<file path="src/rtl/share_arb_pkg.sv">
// Shared types and default sizing for the two-requester memory-port arbiter.
package share_arb_pkg;

  typedef enum logic [1:0] {
    IDLE = 2'd0,
    OWN1 = 2'd1,
    OWN2 = 2'd2,
    GAP  = 2'd3
  } arb_state_e;

  localparam int DEF_TIMEOUT_CYC = 1023;
  localparam int DEF_GAP_CYC     = 2;

endpackage

</file>
<file path="src/rtl/share_arbiter_hold_timer.sv">
// Clearable up-counter that sticks at all-ones instead of wrapping.
// tc flags the cycle in which the count equals TC_VAL.
module hold_timer #(
  parameter int WIDTH  = 4,
  parameter int TC_VAL = 1
) (
  input  logic clk,
  input  logic rst_n,
  input  logic clr,
  input  logic en,
  output logic tc
);

  logic [WIDTH-1:0] count_q;
  logic [WIDTH-1:0] count_d;

  always_comb begin
    count_d = count_q;
    if (clr) begin
      count_d = '0;
    end else if (en && (count_q != {WIDTH{1'b1}})) begin
      count_d = count_q + 1'b1;
    end
  end

  always_ff @(posedge clk or negedge rst_n) begin
    if (!rst_n) begin
      count_q <= '0;
    end else begin
      count_q <= count_d;
    end
  end

  assign tc = (count_q == WIDTH'(TC_VAL));

endmodule

</file>
<file path="src/rtl/share_arbiter.sv">
// Round-robin owner of a shared memory port between two requesters, with a
// hold timeout and a fixed idle gap between consecutive grants.
module share_arbiter #(
  parameter int TIMEOUT_CYC = share_arb_pkg::DEF_TIMEOUT_CYC,
  parameter int GAP_CYC     = share_arb_pkg::DEF_GAP_CYC
) (
  input  logic clk,
  input  logic reset,
  input  logic req_1,
  input  logic req_2,
  input  logic done_1,
  input  logic done_2,
  output logic busy_1,
  output logic busy_2,
  output logic last_owner,
  output logic timeout_err,
  output logic timeout_id
);

  import share_arb_pkg::*;

  localparam int HOLD_W = $clog2(TIMEOUT_CYC + 1);
  localparam int GAP_W  = 4;

  arb_state_e state_q, state_d;
  logic busy_1_q, busy_1_d;
  logic busy_2_q, busy_2_d;
  logic last_owner_q, last_owner_d;
  logic timeout_err_q, timeout_err_d;
  logic timeout_id_q, timeout_id_d;
  logic started_q;
  logic in_own, in_gap;
  logic hold_tc, gap_tc;
  logic timeout;

  assign in_own = (state_q == OWN1) || (state_q == OWN2);
  assign in_gap = (state_q == GAP);

  // Both counters sit at zero outside their state, so entry always starts from 0.
  hold_timer #(.WIDTH(HOLD_W), .TC_VAL(TIMEOUT_CYC - 1)) u_hold_timer (
    .clk   (clk),
    .rst_n (reset),
    .clr   (!in_own),
    .en    (in_own),
    .tc    (hold_tc)
  );

  hold_timer #(.WIDTH(GAP_W), .TC_VAL(GAP_CYC - 1)) u_gap_timer (
    .clk   (clk),
    .rst_n (reset),
    .clr   (!in_gap),
    .en    (in_gap),
    .tc    (gap_tc)
  );

  always_comb begin
    state_d = state_q;
    timeout = 1'b0;
    case (state_q)
      IDLE: begin
        // started_q holds off arbitration for the first edge after reset release.
        if (started_q) begin
          if (req_1 && req_2) begin
            state_d = last_owner_q ? OWN1 : OWN2;
          end else if (req_1) begin
            state_d = OWN1;
          end else if (req_2) begin
            state_d = OWN2;
          end
        end
      end
      OWN1: begin
        if (done_1 || !req_1) begin
          state_d = GAP;
        end else if (hold_tc) begin
          state_d = GAP;
          timeout = 1'b1;
        end
      end
      OWN2: begin
        if (done_2 || !req_2) begin
          state_d = GAP;
        end else if (hold_tc) begin
          state_d = GAP;
          timeout = 1'b1;
        end
      end
      GAP: begin
        if (gap_tc) begin
          state_d = IDLE;
        end
      end
      default: state_d = IDLE;
    endcase
  end

  always_comb begin
    busy_1_d      = (state_d == OWN1);
    busy_2_d      = (state_d == OWN2);
    last_owner_d  = last_owner_q;
    if (state_q == IDLE && state_d == OWN1) begin
      last_owner_d = 1'b0;
    end else if (state_q == IDLE && state_d == OWN2) begin
      last_owner_d = 1'b1;
    end
    timeout_err_d = timeout;
    timeout_id_d  = timeout ? (state_q == OWN2) : timeout_id_q;
  end

  always_ff @(posedge clk or negedge reset) begin
    if (!reset) begin
      state_q       <= IDLE;
      busy_1_q      <= 1'b0;
      busy_2_q      <= 1'b0;
      last_owner_q  <= 1'b1;
      timeout_err_q <= 1'b0;
      timeout_id_q  <= 1'b0;
      started_q     <= 1'b0;
    end else begin
      state_q       <= state_d;
      busy_1_q      <= busy_1_d;
      busy_2_q      <= busy_2_d;
      last_owner_q  <= last_owner_d;
      timeout_err_q <= timeout_err_d;
      timeout_id_q  <= timeout_id_d;
      started_q     <= 1'b1;
    end
  end

  assign busy_1      = busy_1_q;
  assign busy_2      = busy_2_q;
  assign last_owner  = last_owner_q;
  assign timeout_err = timeout_err_q;
  assign timeout_id  = timeout_id_q;

endmodule

</file>
<file path="config.mk">
export PLATFORM = sky130hd
export DESIGN_NAME = share_arbiter
export DESIGN_NICKNAME = d
export VERILOG_FILES = /design/src/rtl/share_arb_pkg.sv /design/src/rtl/share_arbiter_hold_timer.sv /design/src/rtl/share_arbiter.sv
export SDC_FILE = /design/constraint.sdc
export NUM_CORES = 1
export LEC_CHECK = 0
export ABC_AREA = 1
export CAP_MARGIN = 20
export CORE_MARGIN = 8
export CORE_UTILIZATION = 50
export CTS_CLUSTER_DIAMETER = 150
export DETAILED_ROUTE_END_ITERATION = 8
export PLACE_DENSITY = 0.73
export SLEW_MARGIN = 30
export SYNTH_ARGS = -nofsm -noshare
export SYNTH_HDL_FRONTEND = slang
export SYNTH_SLANG_ARGS = --single-unit
</file>
<file path="constraint.sdc">
create_clock -name clk -period 1.5 [get_ports clk]
set_clock_uncertainty 0.05 [all_clocks]
set_input_delay 0.3 -clock clk [delete_from_list [all_inputs] [get_ports clk]]
set_output_delay 0.3 -clock clk [all_outputs]
set_load 0.01 [all_outputs]
</file>
==> metrics.cfg, run 1 <==
[critical_path]
cp_max_fo = 4
rr_endpoint = busy_2
crit_path_end_kind = flop
regToRegSetupSlack_ns = -0.11
arrival_ns = 1.78
r2r_cells = 12
cp.required_ns = 1.67
crit-reg2reg-launch = u_hold_timer.count_q[0]
critPathKind = flop to flop
startpoint_type = flop

[synthesis]
muxShareOfSynthArea = 0.0170
synth_edf_count = 0
synth_nets = 158
synth_area_um2 = 1250
synth_cell_types = 29
synth_top_family_by_area = simple AND/OR/NAND/NOR gates
yosys_warnings = 0
ys_seq_area_frac = 0.441
postSynth.asyncResetShare = 1.00
syn_inst = 143
ys.flop_type = dfrtp_1
synthAdderAreaFrac = 0.0899
yosys_register_bits = 22
synthSimpleGateAreaFrac = 0.248
synth_xor_area_frac = 0.00699
synth_compound_area_frac = 0.126
avgSynthCellArea_um2 = 8.76

[status]
outcome = finished with violations
failed_checks = setup timing

[cts]
numCtsBuffers = 3
cts_hold_buffers = 0
insertion_delay_ns = 0.31
root_buffer = clkbuf_4
h-tree-depth = 1
cts_buffer_depth = 2
cts.clk_slew.worst_paths_ns = 0.13
clock_sinks = 22
cts_tree = yes

[routing]
finalWirelength_um = 3150
drt_iter0_markers = 45
wl_per_cell_um = 14.8
detail-route-antenna-nets = 0
vias = 1100
drt_pass1_iterations = 4
route.detailed.drc = 0
viasPerCell = 5.16

[job]
drv_cap = 0

[worst_hold_path]
min_path_type = input port to asynchronous set/reset pin

[die]
fp-row-count = 18
core-area_um2 = 2430
dieArea_um2 = 4360
initial_core_util = 0.515
design.portCount = 11
fp.dieW_um = 66.1
die_h_um = 66.1

[timing]
setup_viol = 9
final-hold-violation-count = 0
slew_viol_final = 0
rsz0062_at_grt = yes
min_period_ns = 1.61
setup_slack_ns = -0.109
finalCritPeriodShare = 1.07
fmax_mhz = 622

[pwr]
finalPower_w = 0.00294
power_density_nw_per_um2 = 1660
leakagePower_nw = 0.870
vdd_drop_max_v = 0.00138

[layout]
final_cell_mix = 24 x buf_4, 19 x nand2_1, 19 x dfrtp_1
nets = 199
nFillCells = 182
multi_input_area_um2 = 741
final_common_cell = buf_4
syn2layout_area_growth_pct = 41.7
diodes = 0
drive_gt1_frac = 0.404
layoutNonFillerInstCount = 213
seqCellArea_um2 = 554

[global_route]
antenna_found_initial = 0
overflow = 0
grt_pass1_wl_um = 4980
grt_util_all_layers = 0.144
grt_pass1_vias = 1120
grt_max_degree = 23

[placement]
gp_congestion = 0.780
pre_cts_ws_ns = -0.279
place_inst = 200
port-buffer-count = 10
dpl.hpwl_um = 2190

## critical path: stages (launching register included)
cell     delay, ns
dfrtp_1       0.44
inv_2         0.07
ha_4          0.16
nand3_2       0.07
nor2_1        0.05
nand2_1       0.12
nand2_1       0.07
nand2_1       0.07
nand2_2       0.07
a21oi_4       0.19
inv_2         0.07
nand2_1       0.06
inv_1         0.04
## stage by stage
| stage | TNS (ns) | hold WS (ns) | utilization | instance area, um^2 |
|---|---|---|---|---|
| detailed placement | -1.28 | 0.422 | 0.640 | 1560 |
| global route | -1.58 | 0.264 | 0.729 | 1770 |
| finish | -0.544 | 0.269 | 0.729 | 1770 |
| CTS | -0.121 | 0.266 | 0.695 | 1690 |
| floorplan | -0.0427 | -0.0456 | - | 1300 |
| global placement | -0.581 | 0.411 | 0.640 | 1560 |
## report_power, final
| group | leakage (nW) | total, W | internal, W | switching (W) |
|---|---|---|---|---|
| sequential | 0.290 | 0.000862 | 0.000735 | 0.000127 |
| combinational | 0.552 | 0.00162 | 0.000787 | 0.000835 |
| clock | 0.0279 | 0.000458 | 0.000270 | 0.000188 |
## synth_stat cells (2+ instances only)
master / count / area share
a21oi_1: 4 / 0.016
a31oi_1: 3 / 0.015
dfrtp_1: 21 / 0.42
ha_1: 9 / 0.090
inv_1: 19 / 0.057
inv_2: 3 / 0.0090
nand2_1: 21 / 0.063
nand2_2: 3 / 0.015
nand2_4: 2 / 0.018
nand3_1: 11 / 0.044
nand4_1: 2 / 0.010
nor2_1: 14 / 0.042
nor2_4: 2 / 0.018
nor3_1: 3 / 0.012
o21ai_0: 8 / 0.032
o21ai_1: 3 / 0.012
o22ai_1: 3 / 0.015
## final cells by class
cell class | instances | share of cell area
clock buffer | 3 | 0.0127
tap | 30 | 0.0212
sequential | 22 | 0.312
timing repair buffer | 37 | 0.171
inverter | 22 | 0.0480
clock inverter | 1 | 0.0169
multi-input combinational | 98 | 0.417
## how the worst max path moves through the flow
stage / to / depth (start not counted) / startpoint / slack (ns)
floorplan: timeout_id / 6 / state_q[0] / -0.04
global placement: timeout_id / 6 / req_2 / -0.16
detailed placement: last_owner / 9 / req_2 / -0.28
CTS: last_owner / 12 / u_hold_timer.count_q[0] / -0.05
global route: last_owner / 12 / u_hold_timer.count_q[0] / -0.21
finish: busy_2 / 12 / u_hold_timer.count_q[0] / -0.11
## cells by family (layout without fill, tap and decap cells)
group | count (synthesis) | count (layout)
AND/OR/NAND/NOR | 60 | 60
AO/OA/AOI/OAI | 25 | 25
buffers and inverters | 23 | 63
flip-flops | 22 | 22
adder cells (fa/ha/maj) | 9 | 9
multiplexers | 2 | 2
other | 1 | 1
XOR/XNOR | 1 | 1
## routing by layer
layer  track usage  vias to the layer above  part of all wire  routed length [um]
met5             0                        -                 0                   0
met4        0.0560                        0             0.011                  34
met3        0.0339                        4             0.035                 111
met2         0.257                       15              0.54                1690
met1         0.162                      533              0.42                1310
li1              -                      548                 -                   -
## what timing repair did
| action | CTS | global route |
|---|---|---|
| endpoints found under the hold margin | 0 | 0 |
| pin swaps | 6 | 10 |
| setup buffers | 6 | 3 |
| endpoints found under the setup margin | 16 | 15 |
| gates resized for setup | 17 | 19 |
## registers in the layout (all words and copies together), names as in the netlist
register and flops:
busy_1 1, busy_2 1, last_owner 1, started_q 1, state_q 2, timeout_err 1, timeout_id 1, u_gap_timer.count_q 4
u_hold_timer.count_q 10
(Power assumes the default switching activity.)
==> run 2: changes to the inputs <==
--- a/config.mk
+++ b/config.mk
@@ -6,11 +6,10 @@
 export NUM_CORES = 1
 export LEC_CHECK = 0
 export ABC_AREA = 1
-export CAP_MARGIN = 20
-export CORE_MARGIN = 8
 export CORE_UTILIZATION = 50
 export CTS_CLUSTER_DIAMETER = 150
 export DETAILED_ROUTE_END_ITERATION = 8
+export MAX_ROUTING_LAYER = met4
 export PLACE_DENSITY = 0.73
 export SLEW_MARGIN = 30
 export SYNTH_ARGS = -nofsm -noshare
==> run 2 against run 1 <==
Compared with the run above: the run still ends with setup timing left; design area fell by 4.9%; sequential power rose by 0.9%; total power fell by 11%; core utilization rose by 1.2 points; register-to-register slack improved by 0.02 ns; highest routed layer unchanged; worst hold slack got worse by 0.011 ns; first-iteration DRC count fell by 51%; via count rose by 1.5%; non-clock buffer count fell by 7; sequential share of layout area rose by 1.7 points; largest cell class unchanged; wire length fell by 4.0%.
==> metrics.cfg, run 2 (synthesis results as in run 1) <==
[cts]
cts_tree = yes
root_buffer = clkbuf_4
cts.clk_slew.worst_paths_ns = 0.13
numCtsBuffers = 3
clock_sinks = 22
insertion_delay_ns = 0.32
cts_buffer_depth = 2
h-tree-depth = 1
cts_hold_buffers = 0

[routing]
vias = 1116
wl_per_cell_um = 14.8
wl_met1_um = 1210
wl_met3_um = 101
route.detailed.drc = 0
drt_pass1_iterations = 6
viasPerCell = 5.47
detail-route-antenna-nets = 0
route.met2.wl_um = 1550
finalWirelength_um = 3020
topRoutingLayerUsed = met4
drt_iter0_markers = 22

[critical_path]
path_cells = inv_2 > ha_4 > nand3_4 > nor2_2 > nand2_2 > buf_6 > nor2_4 > mux2_4
rr_endpoint = timeout_id
crit-reg2reg-launch = u_hold_timer.count_q[0]
cp_max_fo = 2
regToRegSetupSlack_ns = -0.09
arrival_ns = 1.76
r2r_cells = 8
startpoint_type = flop
cp.required_ns = 1.67
cp_slowest_cell = dfrtp_1
crit_path_end_kind = flop
cp_slowest_stage_delay_ns = 0.42
critPathKind = flop to flop

[timing]
whs_ns = 0.257
timing.setup.tns_ns = -0.213
finalCritPeriodShare = 1.06
min_period_ns = 1.59
setup_slack_ns = -0.0897
setup_viol = 8
fmax_mhz = 629
slew_viol_final = 0
final-hold-violation-count = 0
rsz0062_at_grt = yes

[die]
die_h_um = 52.1
core-area_um2 = 2280
fp.dieW_um = 52.1
initial_core_util = 0.550
fp-row-count = 17
dieArea_um2 = 2710
design.portCount = 11

[layout]
largest_register = u_hold_timer.count_q
top_regs = u_hold_timer.count_q (10), u_gap_timer.count_q (4), state_q (2)
fin_area_um2 = 1690
final_cell_mix = 19 x buf_4, 18 x nand2_1, 18 x dfrtp_1
nets = 192
drive_gt1_frac = 0.375
syn2layout_area_growth_pct = 34.7
nFillCells = 140
largest_reg_flops = 10
final_common_cell = buf_4
diodes = 0
utilization = 0.741

[placement]
placed_area_um2 = 1520
dpl.hpwl_um = 1940
pre_cts_ws_ns = -0.245
gp_congestion = 0.899
port-buffer-count = 10

[pwr]
power_density_nw_per_um2 = 1560
leakagePower_nw = 0.834
swShare = 0.419
p_seq_frac = 0.330
power.switching_w = 0.00110
share_comb_of_total_power = 0.540
intPower_w = 0.00153
vdd_drop_max_v = 0.00146
clockPowerShare = 0.129

[global_route]
antenna_found_initial = 0
overflow = 0
grt_pass1_wl_um = 4560
grt_pass1_vias = 1065
grt_util_all_layers = 0.243
grt_max_degree = 23

[status]
failed_checks = setup timing
outcome = finished with violations

[job]
drv_cap = 0

[worst_hold_path]
min_path_type = input port to asynchronous set/reset pin

[run 2: cell count changes in the layout (fill, tap and decap cells not counted), moves of 2 or more]
cell / delta
nand3_1: +3
nand3_2: -4
buf_6: -2
buf_4: -5
[run 2: metal layers]
layer / track usage / vias to the layer above
li1: - / 537
met1: 0.263 / 532
met2: 0.438 / 30
met3: 0.0468 / 17
met4: 0.0856 / 0
met5: - / -
[run 2: what timing repair did]
item,CTS,global route
cloned,0,0
pin swaps,6,10
resized for setup,14,17
setup endpoints to repair,11,16
setup buffers,3,4
[run 2: final cells by class]
type                       count  area, um^2  share of cell area
sequential                    22         556               0.329
inverter                      22        85.1              0.0504
tap                           28        35.0              0.0208
clock buffer                   4        36.3              0.0215
timing repair buffer          30         248               0.147
multi-input combinational     98         727               0.431
[run 2: worst max-delay path, delay by kind of cell, from the launching register on]
kind,cells,cell delay (ns)
adders and majority gates,1,0.15
buffers and inverters,2,0.21
DFF,1,0.42
muxes,1,0.30
and+or+nand+nor,4,0.37
[run 2: power groups by stage]
stage / sequential, W / combinational (W) / clock (W)
floorplan: 0.000867 / 0.000801 / 0
global placement: 0.000859 / 0.00117 / 0
detailed placement: 0.000865 / 0.00121 / 0
CTS: 0.000851 / 0.00130 / 0.000339
global route: 0.000885 / 0.00154 / 0.000371
finish: 0.000870 / 0.00142 / 0.000341
[run 2: worst max-delay path by stage]
| stage | from | cells after the start | end |
|---|---|---|---|
| final | u_hold_timer.count_q[0] | 8 | timeout_id |
| after global routing | u_hold_timer.count_q[0] | 8 | timeout_id |
| after CTS | u_hold_timer.count_q[0] | 8 | timeout_id |
| after detailed placement | req_2 | 6 | timeout_id |
| after global placement | req_1 | 6 | timeout_id |
| after floorplan | state_q[0] | 6 | timeout_id |
[run 2: metrics by stage]
stage	total power [W]	instances
detailed placement	0.00207	193
CTS	0.00249	200
global placement	0.00202	193
global route	0.00279	204
finish	0.00263	204
floorplan	0.00167	143
